[src/rtl/exe_mdu_ctrl_pkg.sv]
// exe_mdu_ctrl_pkg
//   Shared types for the execute-stage multi-cycle unit sequencer.
//   mul_op_t    : which half / signedness of the 64b product is wanted
//   mul_op_t    : LO = MUL.W, HI = MULH.W, HIU = MULH.WU
//   div_op_t    : Q = DIV.W, QU = DIV.WU, R = MOD.W, RU = MOD.WU
//   mdu_state_t : sequencer FSM states
package exe_mdu_ctrl_pkg;

    typedef enum logic [1:0] {
        MUL_LO  = 2'd0,
        MUL_HI  = 2'd1,
        MUL_HIU = 2'd2
    } mul_op_t;

    typedef enum logic [1:0] {
        DIV_Q  = 2'd0,
        DIV_QU = 2'd1,
        DIV_R  = 2'd2,
        DIV_RU = 2'd3
    } div_op_t;

    typedef enum logic [1:0] {
        S_IDLE     = 2'd0,
        S_MUL_BUSY = 2'd1,
        S_DIV_BUSY = 2'd2,
        S_HOLD     = 2'd3
    } mdu_state_t;

    // Signed variants: LO/HI multiply and Q/R divide.
    function automatic logic mul_is_signed(input mul_op_t op);
        return op != MUL_HIU;
    endfunction

    function automatic logic div_is_signed(input div_op_t op);
        return (op == DIV_Q) || (op == DIV_R);
    endfunction

    function automatic logic div_wants_rem(input div_op_t op);
        return (op == DIV_R) || (op == DIV_RU);
    endfunction

endpackage

[src/rtl/exe_mdu_ctrl_if.sv]
// exe_mdu_ctrl_if
//   Bundles everything between the sequencer and its neighbours:
//   - request/pipeline side : req_*, stall_i, flush_i in; eu_stall, res_* , lat_err out
//   - multiplier side       : mul_start/mul_signed/mul_abort out; mul_done/mul_out in
//   - divider side          : div_start/div_signed/div_abort out; div_done/div_q/div_r in
//   modport master : the sequencer itself
//   modport slave  : the environment (execute register, ctrl, and the two units)
interface exe_mdu_ctrl_if
    import exe_mdu_ctrl_pkg::*;
#(
    parameter int DW = 32
) ();

    logic          req_valid;
    logic          req_is_mul;
    logic          req_is_div;
    mul_op_t       req_mul_op;
    div_op_t       req_div_op;
    logic [DW-1:0] req_a;
    logic [DW-1:0] req_b;
    logic          stall_i;
    logic          flush_i;
    logic          eu_stall;
    logic          res_valid;
    logic [DW-1:0] res_data;
    logic          lat_err;

    logic            mul_start;
    logic            mul_signed;
    logic            mul_abort;
    logic            mul_done;
    logic [2*DW-1:0] mul_out;

    logic          div_start;
    logic          div_signed;
    logic          div_abort;
    logic          div_done;
    logic [DW-1:0] div_q;
    logic [DW-1:0] div_r;

    modport master (
        input  req_valid, req_is_mul, req_is_div, req_mul_op, req_div_op,
               req_a, req_b, stall_i, flush_i,
               mul_done, mul_out, div_done, div_q, div_r,
        output eu_stall, res_valid, res_data, lat_err,
               mul_start, mul_signed, mul_abort,
               div_start, div_signed, div_abort
    );

    modport slave (
        output req_valid, req_is_mul, req_is_div, req_mul_op, req_div_op,
               req_a, req_b, stall_i, flush_i,
               mul_done, mul_out, div_done, div_q, div_r,
        input  eu_stall, res_valid, res_data, lat_err,
               mul_start, mul_signed, mul_abort,
               div_start, div_signed, div_abort
    );

endinterface

[src/rtl/exe_mdu_ctrl.sv]
// exe_mdu_ctrl
//   Sequences one MUL/DIV instruction from the execute register through the
//   iterative multiplier or divider: start pulse, wait for done, latch the
//   selected 32b result, hold it (res_valid) until the pipeline advances.
//   A watchdog flags units that take longer than MAX_LAT cycles (sticky lat_err).
//   Ports:
//     clk  - clock
//     rst  - synchronous active-high reset
//     bus  - exe_mdu_ctrl_if.master (request/pipeline, multiplier, divider)
//   Parameters:
//     DW        - operand/result width
//     MAX_LAT   - watchdog limit in cycles counted from the start cycle
//     DIV0_FAST - divide by zero resolves locally in one cycle (q=0, r=dividend)
module exe_mdu_ctrl
    import exe_mdu_ctrl_pkg::*;
#(
    parameter int DW        = 32,
    parameter int MAX_LAT   = 40,
    parameter bit DIV0_FAST = 1'b1
) (
    input  logic           clk,
    input  logic           rst,
    exe_mdu_ctrl_if.master bus
);

    localparam int            CW      = $clog2(MAX_LAT + 1);
    localparam logic [CW-1:0] CNT_MAX = CW'(MAX_LAT);

    mdu_state_t    state_q, state_d;
    logic [CW-1:0] cnt_q, cnt_d;
    mul_op_t       mul_op_q, mul_op_d;
    div_op_t       div_op_q, div_op_d;
    logic          sgn_q, sgn_d;
    logic [DW-1:0] res_q, res_d;
    logic          lat_err_q, lat_err_d;

    logic mdu_req;
    logic div0;
    logic busy_done;
    logic mul_start;
    logic div_start;
    logic mul_abort;
    logic div_abort;
    logic wd_hit;

    assign mdu_req = bus.req_valid & (bus.req_is_mul | bus.req_is_div);
    assign div0    = DIV0_FAST && (bus.req_b == '0);

    // Only the unit we are waiting on may complete the instruction.
    assign busy_done = ((state_q == S_MUL_BUSY) & bus.mul_done) |
                       ((state_q == S_DIV_BUSY) & bus.div_done);

    always_comb begin
        state_d   = state_q;
        cnt_d     = cnt_q;
        mul_op_d  = mul_op_q;
        div_op_d  = div_op_q;
        sgn_d     = sgn_q;
        res_d     = res_q;
        lat_err_d = lat_err_q;
        mul_start = 1'b0;
        div_start = 1'b0;
        mul_abort = 1'b0;
        div_abort = 1'b0;
        wd_hit    = 1'b0;

        if (bus.flush_i) begin
            // Flush wins over issue, completion and hold alike.
            state_d   = S_IDLE;
            cnt_d     = '0;
            res_d     = '0;
            mul_abort = (state_q == S_MUL_BUSY);
            div_abort = (state_q == S_DIV_BUSY);
        end else begin
            unique case (state_q)
                S_IDLE: begin
                    if (mdu_req) begin
                        cnt_d = '0;
                        // A malformed request flagged as both goes to the multiplier.
                        if (bus.req_is_mul) begin
                            mul_start = 1'b1;
                            mul_op_d  = bus.req_mul_op;
                            sgn_d     = mul_is_signed(bus.req_mul_op);
                            state_d   = S_MUL_BUSY;
                        end else begin
                            div_op_d = bus.req_div_op;
                            sgn_d    = div_is_signed(bus.req_div_op);
                            if (div0) begin
                                res_d   = div_wants_rem(bus.req_div_op) ? bus.req_a : '0;
                                state_d = S_HOLD;
                            end else begin
                                div_start = 1'b1;
                                state_d   = S_DIV_BUSY;
                            end
                        end
                    end
                end
                S_MUL_BUSY, S_DIV_BUSY: begin
                    if (cnt_q != CNT_MAX) cnt_d = cnt_q + CW'(1);
                    if (busy_done) begin
                        if (state_q == S_MUL_BUSY)
                            res_d = (mul_op_q == MUL_LO) ? bus.mul_out[DW-1:0]
                                                         : bus.mul_out[2*DW-1:DW];
                        else
                            res_d = div_wants_rem(div_op_q) ? bus.div_r : bus.div_q;
                        state_d = S_HOLD;
                    end else if (cnt_d == CNT_MAX) begin
                        // cnt_d equals the number of cycles since the start pulse,
                        // so the flag shows in the cycle the limit is reached.
                        wd_hit    = 1'b1;
                        lat_err_d = 1'b1;
                    end
                end
                S_HOLD: begin
                    if (!bus.stall_i) begin
                        state_d = S_IDLE;
                        res_d   = '0;
                    end
                end
                default: state_d = S_IDLE;
            endcase
        end
    end

    always_ff @(posedge clk) begin
        if (rst) begin
            state_q   <= S_IDLE;
            cnt_q     <= '0;
            mul_op_q  <= MUL_LO;
            div_op_q  <= DIV_Q;
            sgn_q     <= 1'b0;
            res_q     <= '0;
            lat_err_q <= 1'b0;
        end else begin
            state_q   <= state_d;
            cnt_q     <= cnt_d;
            mul_op_q  <= mul_op_d;
            div_op_q  <= div_op_d;
            sgn_q     <= sgn_d;
            res_q     <= res_d;
            lat_err_q <= lat_err_d;
        end
    end

    // Units share rst, so nothing is pulsed at them while it is asserted.
    assign bus.mul_start  = mul_start & ~rst;
    assign bus.div_start  = div_start & ~rst;
    assign bus.mul_abort  = mul_abort & ~rst;
    assign bus.div_abort  = div_abort & ~rst;
    assign bus.mul_signed = ~rst & (mul_start ? mul_is_signed(bus.req_mul_op)
                                              : (state_q == S_MUL_BUSY) & sgn_q);
    assign bus.div_signed = ~rst & (div_start ? div_is_signed(bus.req_div_op)
                                              : (state_q == S_DIV_BUSY) & sgn_q);

    assign bus.res_valid = (state_q == S_HOLD);
    assign bus.res_data  = res_q;
    assign bus.eu_stall  = mdu_req & ~bus.res_valid & ~rst;
    assign bus.lat_err   = lat_err_q | (wd_hit & ~rst);

endmodule

[src/flat_wrapper.sv]
// flat-port wrapper written by rule: the top's interface ports become plain ports
module exe_mdu_ctrl_flat import exe_mdu_ctrl_pkg::*;
#(
    parameter int DW        = 32,
    parameter int MAX_LAT   = 40,
    parameter bit DIV0_FAST = 1'b1
)
  (clk, rst, bus_req_valid, bus_req_is_mul, bus_req_is_div, bus_req_mul_op, bus_req_div_op, bus_req_a, bus_req_b, bus_stall_i, bus_flush_i, bus_mul_done, bus_mul_out, bus_div_done, bus_div_q, bus_div_r, bus_eu_stall, bus_res_valid, bus_res_data, bus_lat_err, bus_mul_start, bus_mul_signed, bus_mul_abort, bus_div_start, bus_div_signed, bus_div_abort);
  exe_mdu_ctrl_if #(.DW(DW)) bus_i ();
  input  logic clk;
  input  logic rst;
  input wire logic [$bits(bus_i.req_valid)-1:0] bus_req_valid;
  input wire logic [$bits(bus_i.req_is_mul)-1:0] bus_req_is_mul;
  input wire logic [$bits(bus_i.req_is_div)-1:0] bus_req_is_div;
  input wire logic [$bits(bus_i.req_mul_op)-1:0] bus_req_mul_op;
  input wire logic [$bits(bus_i.req_div_op)-1:0] bus_req_div_op;
  input wire logic [$bits(bus_i.req_a)-1:0] bus_req_a;
  input wire logic [$bits(bus_i.req_b)-1:0] bus_req_b;
  input wire logic [$bits(bus_i.stall_i)-1:0] bus_stall_i;
  input wire logic [$bits(bus_i.flush_i)-1:0] bus_flush_i;
  input wire logic [$bits(bus_i.mul_done)-1:0] bus_mul_done;
  input wire logic [$bits(bus_i.mul_out)-1:0] bus_mul_out;
  input wire logic [$bits(bus_i.div_done)-1:0] bus_div_done;
  input wire logic [$bits(bus_i.div_q)-1:0] bus_div_q;
  input wire logic [$bits(bus_i.div_r)-1:0] bus_div_r;
  output wire logic [$bits(bus_i.eu_stall)-1:0] bus_eu_stall;
  output wire logic [$bits(bus_i.res_valid)-1:0] bus_res_valid;
  output wire logic [$bits(bus_i.res_data)-1:0] bus_res_data;
  output wire logic [$bits(bus_i.lat_err)-1:0] bus_lat_err;
  output wire logic [$bits(bus_i.mul_start)-1:0] bus_mul_start;
  output wire logic [$bits(bus_i.mul_signed)-1:0] bus_mul_signed;
  output wire logic [$bits(bus_i.mul_abort)-1:0] bus_mul_abort;
  output wire logic [$bits(bus_i.div_start)-1:0] bus_div_start;
  output wire logic [$bits(bus_i.div_signed)-1:0] bus_div_signed;
  output wire logic [$bits(bus_i.div_abort)-1:0] bus_div_abort;
  assign bus_i.req_valid = bus_req_valid;
  assign bus_i.req_is_mul = bus_req_is_mul;
  assign bus_i.req_is_div = bus_req_is_div;
  assign bus_i.req_mul_op = bus_req_mul_op;
  assign bus_i.req_div_op = bus_req_div_op;
  assign bus_i.req_a = bus_req_a;
  assign bus_i.req_b = bus_req_b;
  assign bus_i.stall_i = bus_stall_i;
  assign bus_i.flush_i = bus_flush_i;
  assign bus_i.mul_done = bus_mul_done;
  assign bus_i.mul_out = bus_mul_out;
  assign bus_i.div_done = bus_div_done;
  assign bus_i.div_q = bus_div_q;
  assign bus_i.div_r = bus_div_r;
  assign bus_eu_stall = bus_i.eu_stall;
  assign bus_res_valid = bus_i.res_valid;
  assign bus_res_data = bus_i.res_data;
  assign bus_lat_err = bus_i.lat_err;
  assign bus_mul_start = bus_i.mul_start;
  assign bus_mul_signed = bus_i.mul_signed;
  assign bus_mul_abort = bus_i.mul_abort;
  assign bus_div_start = bus_i.div_start;
  assign bus_div_signed = bus_i.div_signed;
  assign bus_div_abort = bus_i.div_abort;
  exe_mdu_ctrl #(.DW(DW), .MAX_LAT(MAX_LAT), .DIV0_FAST(DIV0_FAST)) u_core (.clk(clk), .rst(rst), .bus(bus_i));
endmodule
[config.mk]
export PLATFORM = sky130hd
export DESIGN_NAME = exe_mdu_ctrl_flat
export DESIGN_NICKNAME = d
export VERILOG_FILES = /design/src/rtl/exe_mdu_ctrl_pkg.sv /design/src/rtl/exe_mdu_ctrl_if.sv /design/src/rtl/exe_mdu_ctrl.sv /design/src/flat_wrapper.sv
export SDC_FILE = /design/constraint.sdc
export NUM_CORES = 1
export LEC_CHECK = 0
export CAP_MARGIN = 0
export CORE_ASPECT_RATIO = 0.7
export CORE_MARGIN = 5
export CORE_UTILIZATION = 36
export DETAILED_ROUTE_END_ITERATION = 6
export GPL_TIMING_DRIVEN = 0
export PLACE_DENSITY = 0.82
export SLEW_MARGIN = 20
export SYNTH_ARGS = -nofsm -noshare
export SYNTH_HDL_FRONTEND = slang
export SYNTH_SLANG_ARGS = --single-unit
[constraint.sdc]
create_clock -name clk -period 3.1 [get_ports clk]
set_input_delay 0.93 -clock clk [delete_from_list [all_inputs] [get_ports clk]]
set_output_delay 0.93 -clock clk [all_outputs]
set_load 0.1 [all_outputs]
==> impl_metrics.csv <==
group,metric,value,unit
routing,drcViolationCount,0,
yosys,seq_area_frac_synth,25.6,%
routing,drt-wirelength-per-cell,20.1,um
placed_design,hpwlAfterDp,13.1,mm
grt,grt_usage,26.6,%
finish,stdcell_area,6720,sq um
sta,max_freq,0.306,GHz
grt,grt_max_degree,15,
yosys,syn_avg_cell_area,7.52,sq um
clock_network,cts.sinks,45,
sta,fin_crit_sh,105,%
grt,grt_pass1_wl,25.5,mm
sta,final.setup_skew,0.00836,ns
power_and_ir_drop,combPwrFrac,42.5,%
clock_network,root_buffer,"clkbuf_16",
clock_network,cts_buffer_depth,2,
finish,area_delta_synth_final,91.2,%
finish,antenna_cells,0,
power_and_ir_drop,power_frac_seq,28.4,%
finish,final_common_cell,"clkdlybuf4s50_1",
finish,layout-drive-gt1-share,17.9,%
critical_path,r2r_slack,0.76,ns
power_and_ir_drop,power.leakage,2.38,nW
finish,nNetsFinal,944,
routing,drtPass1Iterations,5,
yosys,synth_edf_count,0,
critical_path,path_class,"input port to primary output",
routing,postRouteAntennaNets,0,
power_and_ir_drop,swShare,33.5,%
routing,vias,4819,
min_path,hold_class,"flop to flop",
placed_design,gp_congestion,0.916,
power_and_ir_drop,clock_power_share,29.1,%
yosys,synth_top_flop_cell,"dfxtp_1",
floorplanning,core_area,9610,sq um
sta,slew_headroom,31.2,%
flow_run,drv_cap,0,
power_and_ir_drop,power,0.00212,W
finish,final_cell_mix,"clkdlybuf4s50_1 (198), nand2_1 (73), dfxtp_1 (44)",
placed_design,place_area,6150,sq um
clock_network,insertion_delay,0.29,ns
critical_path,crit_path_end_kind,"primary output",
critical_path,worstSetupStartpointType,"input port",
power_and_ir_drop,internal_power,0.00141,W
placed_design,portBuffers,244,
power_and_ir_drop,p_switching,0.000710,W
yosys,synth_fp_nets,679,
sta,worst_slew_pin_slew,1.03,ns
power_and_ir_drop,ir_worst_vdd,0.227,mV
yosys,synth_seq_cells,45,
sta,maxSlewViolCount,0,
grt,grt_overflow_total,0,
critical_path,cp_data_required_time,2.17,ns
routing,viasPerCell,5.60,
routing,wirelength,17.3,mm
floorplanning,start_util,36.6,%
yosys,yosysUniqueCellTypes,45,
floorplanning,die_y,92.7,um
status,violations,"negative setup slack",
sta,finalWorstSetupSlack,-0.168,ns
floorplanning,die_w,128,um
routing,dr.first_iter.drc_count,288,
yosys,syn_inst,467,
critical_path,crit_arrival,2.34,ns
floorplanning,std_cell_rows,30,
clock_network,cts_inserted_buffers,5,
clock_network,cts_tree,"done",
sta,finalHoldViolations,0,
power_and_ir_drop,p_per_area,316,nW/um^2
critical_path,crit_fanout,2,
clock_network,ctsHoldBuffers,0,
sta,setup_viol,2,
floorplanning,num_io_pins,246,
clock_network,clkTransAtPathRegs,0.07,ns
yosys,yosysWarnings,0,
clock_network,cts.htree.levels,2,
grt,antenna_found_initial,0,
yosys,async_flop_share,0,%
floorplanning,die-area,11900,sq um
status,status,"finished, violations left",
sta,period_minus_slack,3.27,ns
finish,fillers,753,
grt,grt_pass1_vias,4864,
sta,grt_setup_unrepaired,"yes",
yosys,syn_area,3510,sq um
[synthesized netlist by cell type (2+ instances only)]
| cell type | n | share of area, % |
|---|---|---|
| nor3_1 | 3 | 0.43 |
| buf_1 | 4 | 0.43 |
| a311oi_1 | 33 | 8.2 |
| nand3_1 | 39 | 5.6 |
| nor4_2 | 2 | 0.71 |
| a21oi_1 | 42 | 6.0 |
| a211oi_1 | 33 | 7.1 |
| clkbuf_1 | 33 | 3.5 |
| nor2_1 | 16 | 1.7 |
| buf_6 | 4 | 1.3 |
| a21o_1 | 2 | 0.43 |
| o21ai_0 | 9 | 1.3 |
| buf_2 | 8 | 1.1 |
| nand2b_1 | 4 | 0.71 |
| ha_1 | 7 | 2.5 |
| dfxtp_1 | 45 | 26 |
| nor4_1 | 7 | 1.2 |
| nand2_1 | 74 | 7.9 |
| nand4_1 | 2 | 0.36 |
| o31ai_1 | 4 | 0.85 |
| and3b_1 | 4 | 1.0 |
| nor2b_1 | 33 | 5.9 |
| inv_1 | 7 | 0.75 |
| o31ai_2 | 28 | 10 |
| nand3b_1 | 3 | 0.64 |
| or2_2 | 2 | 0.36 |
[power groups by stage]
| stage | combinational (W) | sequential (W) | clock [W] |
|---|---|---|---|
| detailed placement | 0.000787 | 0.000615 | 0 |
| finish | 0.000902 | 0.000603 | 0.000616 |
| floorplan | 0.000340 | 0.000674 | 0 |
| CTS | 0.000804 | 0.000602 | 0.000620 |
| global route | 0.000956 | 0.000604 | 0.000641 |
| global placement | 0.000775 | 0.000614 | 0 |
[layout make-up]
| type | instances | area [sq um] | share of cell area [%] |
|---|---|---|---|
| plain buffers | 46 | 267 | 3.97 |
| clock buffers | 6 | 129 | 1.92 |
| clock inverters | 2 | 38.8 | 0.577 |
| inverters | 7 | 26.3 | 0.391 |
| multi-input cells | 366 | 2590 | 38.5 |
| flip-flops and latches | 45 | 902 | 13.4 |
| well taps | 128 | 160 | 2.38 |
| repair buffers | 261 | 2610 | 38.8 |
[through the flow]
stage                     worst slack (ns)  hold slack, ns  cells  utilization [%]  TNS, ns
after global routing                -0.221           0.495    861             69.9   -0.300
after floorplan                     -0.249           0.444    467                -   -0.659
after detailed placement             -1.68           0.458    839             64.0    -9.91
final                               -0.168           0.466    861             69.9   -0.206
after CTS                           -0.155           0.467    858             67.4   -0.232
after global placement               -1.66           0.456    839             64.0    -9.37
[critical path, stage by stage]
cell and delay, ns:
buf_2 0.10, nor4_2 0.26, nand4_1 0.21, o21ai_4 0.22, mux2_4 0.33, nor2_4 0.10
buf_12 0.18
[state kept, by name, indices dropped and copies added (netlist names)]
signal / count
u_core.lat_err_q: 1
u_core.mul_op_q: 2
u_core.state_q: 2
u_core.div_op_q: 1
u_core.cnt_q: 6
u_core.bus.res_data: 32
u_core.sgn_q: 1
[cell families after synthesis]
family,Yosys count,synth area share [%]
mux,2,0.605
buf+inv,56,7.12
xor+xnor,2,0.499
fa+ha+maj,7,2.49
compound gates,162,36.3
simple gates,193,27.4
flops,45,25.6
[routing by layer]
| layer | routed length [um] | vias to the layer above | global-route usage [%] |
|---|---|---|---|
| met5 | 0 | - | 0 |
| met4 | 400 | 0 | 7.86 |
| met3 | 1250 | 30 | 4.90 |
| met2 | 8280 | 259 | 46.0 |
| met1 | 7370 | 2254 | 33.6 |
| li1 | - | 2276 | - |
[what timing repair did]
action                     CTS  global route
resized for setup          197            37
setup endpoints to repair    8            40
pin swaps                   16            11
setup buffers               13             3
cloned                       0             5
[path summary, 6_finish.rpt]
check / start / endpoint / depth (start not counted)
max: bus_req_b[30] / bus_div_signed / 7
max reg2reg: u_core.state_q[0] / u_core.bus.res_data[24] / 9
min reg2reg: u_core.bus.res_data[5] / u_core.bus.res_data[5] / 2
min: u_core.bus.res_data[5] / u_core.bus.res_data[5] / 2
Power figures use the tool's default switching activity.
